## src/rtl/decode_stage.sv

```systemverilog
// decode_stage: RV64 subset decode / operand fetch with per-register write scoreboard.
// Optional BYPASS_EN: forward same-cycle writeback data into captured operands.
module decode_stage #(
  parameter int unsigned XLEN = 64,
  parameter int unsigned SB_W = 2
) (
  input  logic            clk,
  input  logic            reset,
  input  logic            in_valid,
  output logic            in_ready,
  input  logic [31:0]     in_instr,
  input  logic [XLEN-1:0] in_pc,
  output logic [4:0]      rs1,
  output logic [4:0]      rs2,
  input  logic [XLEN-1:0] ReadData1,
  input  logic [XLEN-1:0] ReadData2,
  input  logic            wb_regWrite,
  input  logic [4:0]      wb_rd,
  input  logic [XLEN-1:0] wb_data,
  input  logic            flush,
  output logic            out_valid,
  input  logic            out_ready,
  output logic [XLEN-1:0] out_pc,
  output logic [XLEN-1:0] out_op1,
  output logic [XLEN-1:0] out_op2,
  output logic [XLEN-1:0] out_imm,
  output logic [4:0]      out_rd,
  output logic [3:0]      out_aluCtrl,
  output logic [2:0]      out_funct3,
  output logic            out_regWrite,
  output logic            out_memRead,
  output logic            out_memWrite,
  output logic            out_branch,
  output logic            out_aluSrc,
  output logic            out_illegal
);

  typedef enum logic [6:0] {
    OPC_R  = 7'b0110011,
    OPC_I  = 7'b0010011,
    OPC_LD = 7'b0000011,
    OPC_SD = 7'b0100011,
    OPC_BR = 7'b1100011
  } opcode_e;

  typedef enum logic [3:0] {
    ALU_AND = 4'b0000,
    ALU_OR  = 4'b0001,
    ALU_ADD = 4'b0010,
    ALU_SUB = 4'b0110
  } alu_e;

  typedef struct packed {
    logic [XLEN-1:0] pc;
    logic [XLEN-1:0] op1;
    logic [XLEN-1:0] op2;
    logic [XLEN-1:0] imm;
    logic [4:0]      rd;
    alu_e            alu;
    logic [2:0]      funct3;
    logic            regWrite;
    logic            memRead;
    logic            memWrite;
    logic            branch;
    logic            aluSrc;
    logic            illegal;
  } bundle_t;

  localparam logic [SB_W-1:0] SB_MAX  = '1;
  localparam logic [SB_W-1:0] SB_NEAR = SB_MAX - SB_W'(1);

  logic [6:0] opcode;
  logic [2:0] funct3;
  logic [6:0] funct7;
  logic [4:0] rd_f;
  logic [4:0] rs1_w;
  logic [4:0] rs2_w;

  logic            dec_legal;
  logic            dec_wr;
  logic            dec_mr;
  logic            dec_mw;
  logic            dec_br;
  logic            dec_src;
  logic            dec_use1;
  logic            dec_use2;
  alu_e            dec_alu;
  logic [XLEN-1:0] dec_imm;

  logic byp1;
  logic byp2;
  logic busy1;
  logic busy2;
  logic haz1;
  logic haz2;
  logic pend_v;
  logic ovf_stall;
  logic in_fire;
  logic out_fire;

  logic    valid_q;
  logic    valid_d;
  bundle_t bundle_q;
  bundle_t bundle_d;

  logic [SB_W-1:0] cnt_q [32];
  logic [SB_W-1:0] cnt_d [32];

  assign opcode = in_instr[6:0];
  assign funct3 = in_instr[14:12];
  assign funct7 = in_instr[31:25];
  assign rd_f   = in_instr[11:7];
  assign rs1_w  = in_instr[19:15];
  assign rs2_w  = in_instr[24:20];
  assign rs1    = rs1_w;
  assign rs2    = rs2_w;

  always_comb begin
    dec_legal = 1'b0;
    dec_wr    = 1'b0;
    dec_mr    = 1'b0;
    dec_mw    = 1'b0;
    dec_br    = 1'b0;
    dec_src   = 1'b0;
    dec_use1  = 1'b0;
    dec_use2  = 1'b0;
    dec_alu   = ALU_ADD;
    dec_imm   = '0;
    case (opcode)
      OPC_R: begin
        dec_use1 = 1'b1;
        dec_use2 = 1'b1;
        dec_wr   = 1'b1;
        if (funct3 == 3'b000 && funct7 == 7'b0000000) begin
          dec_legal = 1'b1;
          dec_alu   = ALU_ADD;
        end else if (funct3 == 3'b000 && funct7 == 7'b0100000) begin
          dec_legal = 1'b1;
          dec_alu   = ALU_SUB;
        end else if (funct3 == 3'b111 && funct7 == 7'b0000000) begin
          dec_legal = 1'b1;
          dec_alu   = ALU_AND;
        end else if (funct3 == 3'b110 && funct7 == 7'b0000000) begin
          dec_legal = 1'b1;
          dec_alu   = ALU_OR;
        end
      end
      OPC_I: begin
        dec_use1 = 1'b1;
        dec_wr   = 1'b1;
        dec_src  = 1'b1;
        dec_imm  = {{(XLEN-12){in_instr[31]}}, in_instr[31:20]};
        case (funct3)
          3'b000:  begin dec_legal = 1'b1; dec_alu = ALU_ADD; end
          3'b111:  begin dec_legal = 1'b1; dec_alu = ALU_AND; end
          3'b110:  begin dec_legal = 1'b1; dec_alu = ALU_OR;  end
          default: dec_legal = 1'b0;
        endcase
      end
      OPC_LD: begin
        dec_use1  = 1'b1;
        dec_wr    = 1'b1;
        dec_mr    = 1'b1;
        dec_src   = 1'b1;
        dec_alu   = ALU_ADD;
        dec_imm   = {{(XLEN-12){in_instr[31]}}, in_instr[31:20]};
        dec_legal = (funct3 != 3'b111);
      end
      OPC_SD: begin
        dec_use1  = 1'b1;
        dec_use2  = 1'b1;
        dec_mw    = 1'b1;
        dec_src   = 1'b1;
        dec_alu   = ALU_ADD;
        dec_imm   = {{(XLEN-12){in_instr[31]}}, in_instr[31:25], in_instr[11:7]};
        dec_legal = !funct3[2];
      end
      OPC_BR: begin
        dec_use1  = 1'b1;
        dec_use2  = 1'b1;
        dec_br    = 1'b1;
        dec_alu   = ALU_SUB;
        dec_imm   = {{(XLEN-13){in_instr[31]}}, in_instr[31], in_instr[7],
                     in_instr[30:25], in_instr[11:8], 1'b0};
        dec_legal = (funct3[2:1] != 2'b01);
      end
      default: dec_legal = 1'b0;
    endcase
    if (!dec_legal) begin
      dec_wr   = 1'b0;
      dec_mr   = 1'b0;
      dec_mw   = 1'b0;
      dec_br   = 1'b0;
      dec_src  = 1'b0;
      dec_use1 = 1'b0;
      dec_use2 = 1'b0;
      dec_alu  = ALU_AND;
      dec_imm  = '0;
    end
    if (rd_f == 5'd0) dec_wr = 1'b0;
  end

`ifdef BYPASS_EN
  assign byp1 = wb_regWrite && (wb_rd == rs1_w) && (rs1_w != 5'd0);
  assign byp2 = wb_regWrite && (wb_rd == rs2_w) && (rs2_w != 5'd0);
`else
  assign byp1 = 1'b0;
  assign byp2 = 1'b0;
`endif

  assign pend_v = valid_q && bundle_q.regWrite;
  assign busy1  = byp1 ? (cnt_q[rs1_w] > SB_W'(1)) : (cnt_q[rs1_w] != '0);
  assign busy2  = byp2 ? (cnt_q[rs2_w] > SB_W'(1)) : (cnt_q[rs2_w] != '0);
  assign haz1   = (rs1_w != 5'd0) && dec_use1 &&
                  ((pend_v && bundle_q.rd == rs1_w) || busy1);
  assign haz2   = (rs2_w != 5'd0) && dec_use2 &&
                  ((pend_v && bundle_q.rd == rs2_w) || busy2);
  // The held bundle is not yet counted, so it is included to keep the counter from wrapping.
  assign ovf_stall = dec_wr && ((cnt_q[rd_f] == SB_MAX) ||
                     (pend_v && bundle_q.rd == rd_f && cnt_q[rd_f] == SB_NEAR));

  assign in_ready = (!valid_q || out_ready) && !haz1 && !haz2 && !ovf_stall && !flush;
  assign in_fire  = in_valid && in_ready;
  assign out_fire = valid_q && out_ready && !flush;

  always_comb begin
    bundle_d          = bundle_q;
    valid_d           = valid_q;
    if (in_fire) begin
      valid_d           = 1'b1;
      bundle_d.pc       = in_pc;
      bundle_d.op1      = (rs1_w == 5'd0 || !dec_use1) ? '0 : (byp1 ? wb_data : ReadData1);
      bundle_d.op2      = (rs2_w == 5'd0 || !dec_use2) ? '0 : (byp2 ? wb_data : ReadData2);
      bundle_d.imm      = dec_imm;
      bundle_d.rd       = rd_f;
      bundle_d.alu      = dec_alu;
      bundle_d.funct3   = funct3;
      bundle_d.regWrite = dec_wr;
      bundle_d.memRead  = dec_mr;
      bundle_d.memWrite = dec_mw;
      bundle_d.branch   = dec_br;
      bundle_d.aluSrc   = dec_src;
      bundle_d.illegal  = !dec_legal;
    end else if (valid_q && (out_ready || flush)) begin
      valid_d = 1'b0;
    end
  end

  always_ff @(posedge clk or posedge reset) begin
    if (reset) begin
      valid_q  <= 1'b0;
      bundle_q <= '0;
    end else begin
      valid_q  <= valid_d;
      bundle_q <= bundle_d;
    end
  end

  always_comb begin
    for (int unsigned r = 0; r < 32; r++) begin
      cnt_d[r] = cnt_q[r];
      if ((out_fire && bundle_q.regWrite && bundle_q.rd == 5'(r)) &&
          !(wb_regWrite && wb_rd == 5'(r) && r != 0)) begin
        cnt_d[r] = cnt_q[r] + SB_W'(1);
      end else if (!(out_fire && bundle_q.regWrite && bundle_q.rd == 5'(r)) &&
                   (wb_regWrite && wb_rd == 5'(r) && r != 0) && cnt_q[r] != '0) begin
        cnt_d[r] = cnt_q[r] - SB_W'(1);
      end
    end
  end

  always_ff @(posedge clk or posedge reset) begin
    if (reset) begin
      for (int unsigned r = 0; r < 32; r++) cnt_q[r] <= '0;
    end else begin
      for (int unsigned r = 0; r < 32; r++) cnt_q[r] <= cnt_d[r];
    end
  end

  assign out_valid    = valid_q;
  assign out_pc       = bundle_q.pc;
  assign out_op1      = bundle_q.op1;
  assign out_op2      = bundle_q.op2;
  assign out_imm      = bundle_q.imm;
  assign out_rd       = bundle_q.rd;
  assign out_aluCtrl  = bundle_q.alu;
  assign out_funct3   = bundle_q.funct3;
  assign out_regWrite = bundle_q.regWrite;
  assign out_memRead  = bundle_q.memRead;
  assign out_memWrite = bundle_q.memWrite;
  assign out_branch   = bundle_q.branch;
  assign out_aluSrc   = bundle_q.aluSrc;
  assign out_illegal  = bundle_q.illegal;

endmodule

```

## config.mk

```make
export PLATFORM = sky130hd
export DESIGN_NAME = decode_stage
export DESIGN_NICKNAME = d
export VERILOG_FILES = /design/src/rtl/decode_stage.sv
export SDC_FILE = /design/constraint.sdc
export NUM_CORES = 1
export LEC_CHECK = 0
export ABC_AREA = 1
export CORE_AREA = 2 2 226 228
export DETAILED_ROUTE_END_ITERATION = 8
export DIE_AREA = 0 0 228 230
export GPL_TIMING_DRIVEN = 0
export PLACE_DENSITY_LB_ADDON = 0.3
export REMOVE_ABC_BUFFERS = 1
export SLEW_MARGIN = 5
export SYNTH_ARGS = -nofsm -noshare
export SYNTH_HDL_FRONTEND = slang
export SYNTH_SLANG_ARGS = --single-unit
```

## constraint.sdc

```tcl
create_clock -name clk -period 21.7 [get_ports clk]
set_input_delay 3.255 -clock clk [delete_from_list [all_inputs] [get_ports clk]]
set_output_delay 3.255 -clock clk [all_outputs]
set_load 0.01 [all_outputs]
```

### Word-level counts from Yosys, hierarchy flattened

Index checks and enable logic that the tools add are counted.

* logic and storage cells: 633
* register bits after elaboration: 339
* bits of input ports: 299

* equal/unequal tests: 77
* bitwise logic cells: 3
* magnitude comparators: 3
* muxes and demuxes: 105
* add/sub/neg operators: 63
* reduce and logical (&&, ||, !) cells: 336

Operators with widths (count)
* 2-to-1 mux 64 bit: 3
* one-hot mux 64 bit (3 select lines): 1
* logical AND 1 bit: 179
* equality test 5 bit (second input constant): 32
* 2-to-1 mux 2 bit: 69
* nonzero test 2 bit: 65
* equality test 5 x 4 -> 1 bit (second input constant): 16
* zero test 1 bit: 71
* adder 2 x 1 -> 2 bit (second input constant): 32
* subtractor 2 x 1 -> 2 bit (second input constant): 31
* equality test 5 x 3 -> 1 bit (second input constant): 8
* binary-select mux 2 bit (select 5 bit): 3
* 2-to-1 mux 1 bit: 22
* equality test 7 x 6 -> 1 bit (second input constant): 3
* equality test 5 x 2 -> 1 bit (second input constant): 4
* zero test 5 bit: 4
* greater-or-equal comparator 6 bit (second input constant): 3
* inverter 5 -> 6 bit: 3
* 2-to-1 mux 4 bit: 4
* equality test 5 bit: 3
* one-hot mux 4 bit (3 select lines): 1
* OR reduction 3 bit: 4
* equality test 5 x 1 -> 1 bit (second input constant): 2
* nonzero test 5 bit: 2
* other kinds (14): 22

### Depth between registers and ports, before layout

Gate-level depths: netlist of run 1.

* word-level depth: 17
* depth in mapped cells: 20
* mapped depth without buffers: 17

### Worst setup path before layout of run 1

No wires, ideal clock.

* path kind: input -> output
* start: input port in_instr[16]
* end: output port in_ready
* arrival: 4.618 ns
* setup slack: 13.827 ns
* path buffers: 3
* stages on the path: 13
* path through: buf_2 -> inv_2 -> buf_2 -> nand2_1 -> a21oi_1 -> nand3b_1 -> nand2_1 -> nand2_1 -> nand3_1 -> nand2_1 -> nand2_1 -> nor2_4 -> buf_2

* word-level cells in the longest chain between the ends: 12
* elaborated cells on any way between the ends: 16
* those cells by class: eq/ne (1); mux (3); bitwise (1); reduce/logical (11)

Ends and longest elaborated chain
* start, declared: line 11 `input logic [31:0] in_instr,`
* inverter 5 -> 6 bit (implied by the code): line 212 `assign busy1 = byp1 ? (cnt_q[rs1_w] > SB_W'(1)) : (cnt_q[rs1_w] != '0);`
* binary-select mux 2 bit (select 5 bit): line 212
* 2-to-1 mux 2 bit (implied by the code) (2 in a row): line 212
* nonzero test 2 bit: line 212
* logical OR 1 bit: line 215 `((pend_v && bundle_q.rd == rs1_w) || busy1);`
* logical AND 1 bit (*): line 214 `assign haz1 = (rs1_w != 5'd0) && dec_use1 &&`
* zero test 1 bit (*): line 222 `assign in_ready = (!valid_q || out_ready) && !haz1 && !haz2 && !ovf_stall && !flush;`
* logical AND 1 bit (*) (4 in a row): line 222
* end, declared: line 10 `output logic in_ready,`

Every way passes the cells marked *; elsewhere a longest branch is shown, timed or not. The select of a mux whose other input is x is not followed.

### Final worst setup path of run 1

* start: input port in_instr[8]
* end: output port in_ready

* word-level cells in the longest chain between the ends: 11
* elaborated cells on any way between the ends: 16
* those cells by class: eq/ne (3); mux (4); bitwise (1); reduce/logical (8)

Ends and longest elaborated chain
* inverter 5 -> 6 bit (implied by the code): line 219, 220
* binary-select mux 2 bit (select 5 bit): line 219, 220
* 2-to-1 mux 2 bit (implied by the code) (2 in a row): line 219, 220
* equality test 2 bit: line 220 `(pend_v && bundle_q.rd == rd_f && cnt_q[rd_f] == SB_NEAR));`
* logical AND 1 bit: line 220
* logical OR 1 bit: line 219 `assign ovf_stall = dec_wr && ((cnt_q[rd_f] == SB_MAX) ||`
* logical AND 1 bit (*): line 219
* zero test 1 bit (*): line 222
* logical AND 1 bit (*) (2 in a row): line 222

Marked as above.

==> results of run 1 <==
-- how the worst max path moves through the flow --
| stage | to | slack (ns) | cells past startpoint | startpoint |
|---|---|---|---|---|
| after CTS | in_ready | 10.47 | 16 | in_instr[8] |
| after global routing | in_ready | 10.27 | 16 | in_instr[8] |
| final | in_ready | 10.37 | 16 | in_instr[8] |
| after floorplan | cnt_q[0] | 10.52 | 1 | reset |
| after detailed placement | in_ready | 10.48 | 16 | in_instr[8] |
| after global placement | out_aluSrc | 6.03 | 14 | in_instr[7] |
-- metrics by stage --
step / cell area [um^2] / util
floorplan: 15100 / -
global placement: 21100 / 0.423
detailed placement: 21400 / 0.429
CTS: 22700 / 0.455
global route: 22700 / 0.455
finish: 22700 / 0.455
-- cells in the final DEF, fill, tap and decap left out, types with 13 or more instances in the layout --
cell type / n
sky130_fd_sc_hd__nand3_1: 320
sky130_fd_sc_hd__nor2_1: 286
sky130_fd_sc_hd__nor3_1: 17
sky130_fd_sc_hd__inv_1: 250
sky130_fd_sc_hd__clkdlybuf4s50_1: 517
sky130_fd_sc_hd__o211ai_1: 13
sky130_fd_sc_hd__clkbuf_16: 39
sky130_fd_sc_hd__o21ai_0: 64
sky130_fd_sc_hd__nand2_1: 695
sky130_fd_sc_hd__nand4_1: 14
sky130_fd_sc_hd__o22ai_1: 23
sky130_fd_sc_hd__dfrtp_1: 286
sky130_fd_sc_hd__a21oi_1: 43
sky130_fd_sc_hd__xor2_1: 30
-- report_power, final --
group / switching [mW] / internal [mW]
logic: 0.152 / 0.121
registers: 0.0355 / 0.569
clock network: 0.247 / 0.401
total: 0.434 / 1.09
-- cells by family after synthesis --
family | after synthesis | synth area share
xor gates and xnor gates | 31 | 0.0169
muxes | 1 | 0.000622
AOI/OAI and AO/OA | 165 | 0.0584
buffers and inverters | 435 | 0.125
other | 1 | 0.000233
DFF | 287 | 0.446
and+or+nand+nor | 1361 | 0.353
-- tightest hold or removal path: cells and delay by family (launching register included) --
kind             cells  cell delay [ns]
and+or+nand+nor      2             0.10
DFF                  1             0.34
-- state kept, by name, indices dropped and copies added, names as in the netlist --
signal	cells
out_regWrite	1
out_aluSrc	1
out_rd	5
out_op2	64
out_memRead	1
out_pc	64
out_funct3	3
out_memWrite	1
out_illegal	1
out_op1	64
out_imm	13
out_aluCtrl	3
cnt_q	64
out_valid	1
out_branch	1
-- metal layers --
metal,vias to the layer above,share of wire,GRT usage
li1,7889,-,-
met1,7901,0.41,0.304
met2,658,0.49,0.410
met3,119,0.071,0.0480
met4,0,0.034,0.0874
met5,-,0,0
-- area by class of cell --
cell class,count,area [um^2],area share
Inverter,261,992,0.0437
Multi-Input combinational cell,1559,6910,0.305
Sequential cell,287,7180,0.317
Clock inverter,11,163,0.00717
Timing Repair Buffer,531,5480,0.242
Tap cell,672,841,0.0371
Clock buffer,52,1100,0.0487
Antenna cell,2,5.00,0.000221
==> flow_summary.yaml, run 1 <==
synthesis:
  yosys-top-cells-count: "sky130_fd_sc_hd__nand2_1 (695), sky130_fd_sc_hd__nand3_1 (320), sky130_fd_sc_hd__dfrtp_1 (287)"
  ys_seq_area_frac: 0.446
  synth_area_leaders: "sky130_fd_sc_hd__dfrtp_1 (45%), sky130_fd_sc_hd__nand2_1 (16%), sky130_fd_sc_hd__nand3_1 (9.9%)"
  synth_area_per_cell_um2: 7.06
  netlist-cell-type-count: 42
  yosys_most_used_dff: "sky130_fd_sc_hd__dfrtp_1"
  yosys.cell_count.top_type: "sky130_fd_sc_hd__nand2_1"
  ys_ff_latch: 287
  share_of_the_synthesized_area_in_the_top_cell_type: 0.446
  ys_warn_count: 0
  post-synth-top-area-cell: "sky130_fd_sc_hd__dfrtp_1"
  synthesis.instances: 2281
  mappedNetlistArea_um2: 16100
  postSynth.asyncResetShare: 1.00
  synth_enable_flop_cells: 0
worst_setup_path:
  reg_to_reg_slack_setup_ns: 17.27
  slowest_stage: "sky130_fd_sc_hd__clkdlybuf4s50_1"
  cp-end-kind: "output port"
  cp.buffers_inverters: 6
  reg2reg_to: "out_aluSrc"
  cp_cell_sequence: "clkdlybuf4s50_1, inv_1, o211ai_1, nand3_1, nand2_1, nand2_1, nand2_1, inv_1, nand2_1, nand2_1, nand2_1, nand2_1, nor2_4, buf_12, buf_12, clkdlybuf4s50_1"
  r2r-start: "out_rd[4]"
  cells_on_worst_reg2reg_path: 13
  cp.arrival_ns: 8.08
  critPathMostFrequentCell: "sky130_fd_sc_hd__nand2_1"
  cp_slowest_stage_delay_ns: 1.30
  worst-setup-path-type: "input port to output port"
  worstPathMaxFanout: 39
  crit_required_ns: 18.45
  critical-path-top-delay-family: "buffers and inverters"
  startpoint_type_of_the_worst_setup_path: "input port"
place:
  post-dp-hpwl_um: 46500
  placement.io_buffers: 519
  detailedPlace.worstSlack_ns: 10.48
  gp_congestion: 0.919
  place_inst: 3310
clocking:
  ctsHoldBuffers: 0
  number_of_h_tree_levels: 2
  cts_setup_buffers: 0
  clk_root_buffer_cell: "sky130_fd_sc_hd__clkbuf_16"
  tritoncts.num_buffers: 37
  postCtsResizedCells: 0
  worstSkewPairLatency_ns: 0.55
  tritoncts_num_sinks: 287
  cts_tree: "built"
  path_clk_slew_ns: 0.05
  clock_tree.buffer_depth: 3
route:
  detail_route.iter0.violations: 1357
  route.detailed.vias_per_inst: 4.91
  drc: 0
  dr.pass1.iters: 6
  detailroute.via_count: 16600
  final_antenna_net_count: 0
  average_routed_wire_per_standard_cell_um: 19.2
  wirelength_um: 64800
power:
  total_leakage_power_nw: 11.3
  power.ir.vdd_worst_v: 0.0000521
  power_density_nw_per_um2: 67.3
  total_power_mw: 1.53
global_routing:
  grt_first_pass_wirelength_um: 98400
  grt_use_total: 0.241
  grt_pass1_vias: 16100
  grt_remaining_overflow: 0
  grt_start_max_net_pins: 135
  antenna_found_initial: 3
cells_and_area:
  fillerInstances: 5089
  area.growth.synth_to_final_pct: 40.9
  drive_gt1_frac: 0.0378
  num-nets-final: 2976
  finalNonFillerCells: 3375
floorplan:
  dieArea_um2: 52400
  core_um2: 49900
  fp.dieH_um: 230
  die_width_um: 228
  rows: 82
  pin_count: 585
  floorplan.initialDensity: 0.323
timing:
  slew_headroom: 0.167
  share_of_the_clock_period_used_by_the_worst_path: 0.522
  finalHoldViolCount: 0
  setup_viol: 0
  timing_max_transition_violations_final: 0
  finalClockSkew_ns: 0.0238
  timing.fmax_mhz: 88.3
  setup-tns-final_ns: 0
  setup_repair_after_global_routing_missed_its_margin: "false"
  worstMarginPinSlew_ns: 1.25
  finalWorstSetupSlack_ns: 10.37
  period_minus_slack_ns: 11.33
  fin_hold_ws_ns: 0.467
min_path:
  launch_instance_of_the_worst_min_delay_path: "out_op1[23]"
  number_of_instances_on_the_worst_hold_path: 2
  min_delay_worst_endpoint: "out_op1[23]"
  min-delay-path-class: "flop to flop"
outcome:
  status: "finished, final reports clean"
run:
  max-cap-violations: 0
(Power assumes the default switching activity.)
==> run 2: changes to the inputs <==
Settings changed: CORE_AREA 2 2 226 228 to 2 2 227 229, DIE_AREA 0 0 228 230 to 0 0 229 231.
Clock period 21.7 ns to 10.7 ns, I/O delays scaled along.
==> flow_summary.yaml, run 2 (synthesis results as in run 1) <==
route:
  wirelength_um: 64200
  route.detailed.vias_per_inst: 4.89
  detail_route.iter0.violations: 1317
  dr.pass1.iters: 5
  drc: 0
  final_antenna_net_count: 0
  average_routed_wire_per_standard_cell_um: 18.9
  detailroute.via_count: 16600
clocking:
  number_of_h_tree_levels: 2
  ctsHoldBuffers: 0
  tritoncts.num_buffers: 37
  postCtsResizedCells: 0
  worstSkewPairLatency_ns: 0.56
  clk_root_buffer_cell: "sky130_fd_sc_hd__clkbuf_16"
  clock_tree.buffer_depth: 3
  cts_tree: "built"
  path_clk_slew_ns: 0.05
  tritoncts_num_sinks: 287
  cts_setup_buffers: 0
power:
  power_density_nw_per_um2: 137
  total_leakage_power_nw: 11.3
  power.ir.vdd_worst_v: 0.0000959
  total_power_mw: 3.11
  p_sw_mw: 0.892
  seq_power_share: 0.392
  power_frac_comb: 0.180
  p_clk_frac: 0.428
  p_int_mw: 2.22
  p_sw_frac: 0.287
worst_setup_path:
  worst-setup-path-type: "input port to output port"
  worstSetupStartpoint: "in_instr[8]"
  slowest_stage: "sky130_fd_sc_hd__clkdlybuf4s50_1"
  worstPathMaxFanout: 37
  critPathMostFrequentCell: "sky130_fd_sc_hd__nand2_1"
  r2r-start: "out_rd[4]"
  reg2reg_to: "out_pc[7]"
  cells_on_worst_reg2reg_path: 13
  cp-endpoint: "in_ready"
  cp.buffers_inverters: 6
  cp-end-kind: "output port"
  cp_slowest_stage_delay_ns: 1.29
  reg_to_reg_slack_setup_ns: 6.40
  crit_required_ns: 9.10
  startpoint_type_of_the_worst_setup_path: "input port"
  critical-path-top-delay-family: "buffers and inverters"
  cp.arrival_ns: 6.34
  worst-path-stages: 16
  cp_cell_sequence: "clkdlybuf4s50_1, inv_1, o211ai_1, nand3_1, nand2_1, nand2_1, nand2_1, inv_1, nand2_1, nand2_1, nand2_1, nand2_1, nor2_4, buf_16, buf_12, clkdlybuf4s50_1"
min_path:
  min-delay-path-class: "flop to flop"
  number_of_instances_on_the_worst_hold_path: 2
global_routing:
  grt_use_total: 0.235
  grt_first_pass_wirelength_um: 96000
  grt_util_met3: 0.0458
  grt_start_max_net_pins: 136
  globalRoute.busiestLayer: "met2"
  globalRouteMet2Util: 0.408
  use_met1: 0.277
  grt_remaining_overflow: 0
  grt_pass1_vias: 15900
  antenna_found_initial: 9
floorplan:
  fp.dieH_um: 231
  rows: 83
  dieArea_um2: 52900
  core_um2: 50700
  pin_count: 585
  die_width_um: 229
  floorplan.initialDensity: 0.318
cells_and_area:
  finalNonFillerCells: 3389
  area.growth.synth_to_final_pct: 41.2
  final_common_cell: "sky130_fd_sc_hd__nand2_1"
  final_util: 0.449
  post-route-cell-area_um2: 22700
  most-common-layout-cells: "sky130_fd_sc_hd__nand2_1 (695), sky130_fd_sc_hd__clkdlybuf4s50_1 (517), sky130_fd_sc_hd__nand3_1 (320), sky130_fd_sc_hd__nor2_1 (286), sky130_fd_sc_hd__dfrtp_1 (286)"
  num-nets-final: 2976
  drive_gt1_frac: 0.0377
timing:
  finalHoldViolCount: 0
  finalWorstSetupSlack_ns: 2.75
  period_minus_slack_ns: 7.95
  setup-tns-final_ns: 0
  share_of_the_clock_period_used_by_the_worst_path: 0.743
  setup_repair_after_global_routing_missed_its_margin: "false"
  finalClockSkew_ns: 0.0147
  setup_viol: 0
  slew_headroom: 0.151
  fin_hold_ws_ns: 0.466
  timing.fmax_mhz: 126
  worstMarginPinSlew_ns: 1.27
  timing_max_transition_violations_final: 0
place:
  place_inst: 3318
  post-dp-hpwl_um: 46000
  placement.io_buffers: 519
  detailedPlace.worstSlack_ns: 2.90
  instance_area_after_placement_um2: 21400
  gp_congestion: 0.914
run:
  max-cap-violations: 0
outcome:
  status: "finished, final reports clean"
run 2: cell count changes in the layout (fill, tap and decap cells not counted), moves of 2 or more:
cell / change
sky130_fd_sc_hd__buf_12: -2
sky130_fd_sc_hd__buf_16: +2
sky130_fd_sc_hd__clkbuf_1: +3
sky130_fd_sc_hd__clkbuf_8: -2
sky130_fd_sc_hd__diode_2: +3
sky130_fd_sc_hd__inv_6: -2
run 2: worst min-delay path by stage:
stage,from,endpoint,slack (ns)
floorplan,cnt_q[63],cnt_q[63],0.44
global placement,out_op2[49],out_op2[49],0.45
detailed placement,out_op2[13],out_op2[13],0.46
CTS,out_op2[7],out_op2[7],0.47
global route,out_pc[55],out_pc[55],0.48
finish,out_op1[29],out_op1[29],0.47
run 2: tightest hold or removal path: cells and delay by family (launching register included):
kind	cells	cell delay [ns]
flops	1	0.34
simple gates	2	0.09
run 2: routing by layer:
layer	routed length [um]	up-vias
met5	19	-
met3	4110	148
li1	-	7916
met2	32200	616
met4	2880	2
met1	24900	7895
run 2: area by class of cell:
cell class	count	area (um^2)
clock buffer	52	1060
multi-input combinational	1559	6910
inverter	261	990
sequential	287	7180
clock inverter	14	224
antenna	5	12.5
timing repair buffer	531	5500
tap	680	851
fill	5229	27900
run 2: power groups by stage:
stage | combinational [mW] | sequential, mW | clock, mW
final | 0.560 | 1.22 | 1.33
after global routing | 0.607 | 1.23 | 1.41
after CTS | 0.562 | 1.22 | 1.37
after detailed placement | 0.560 | 1.24 | 0
after global placement | 0.545 | 1.24 | 0
after floorplan | 0.200 | 1.24 | 0
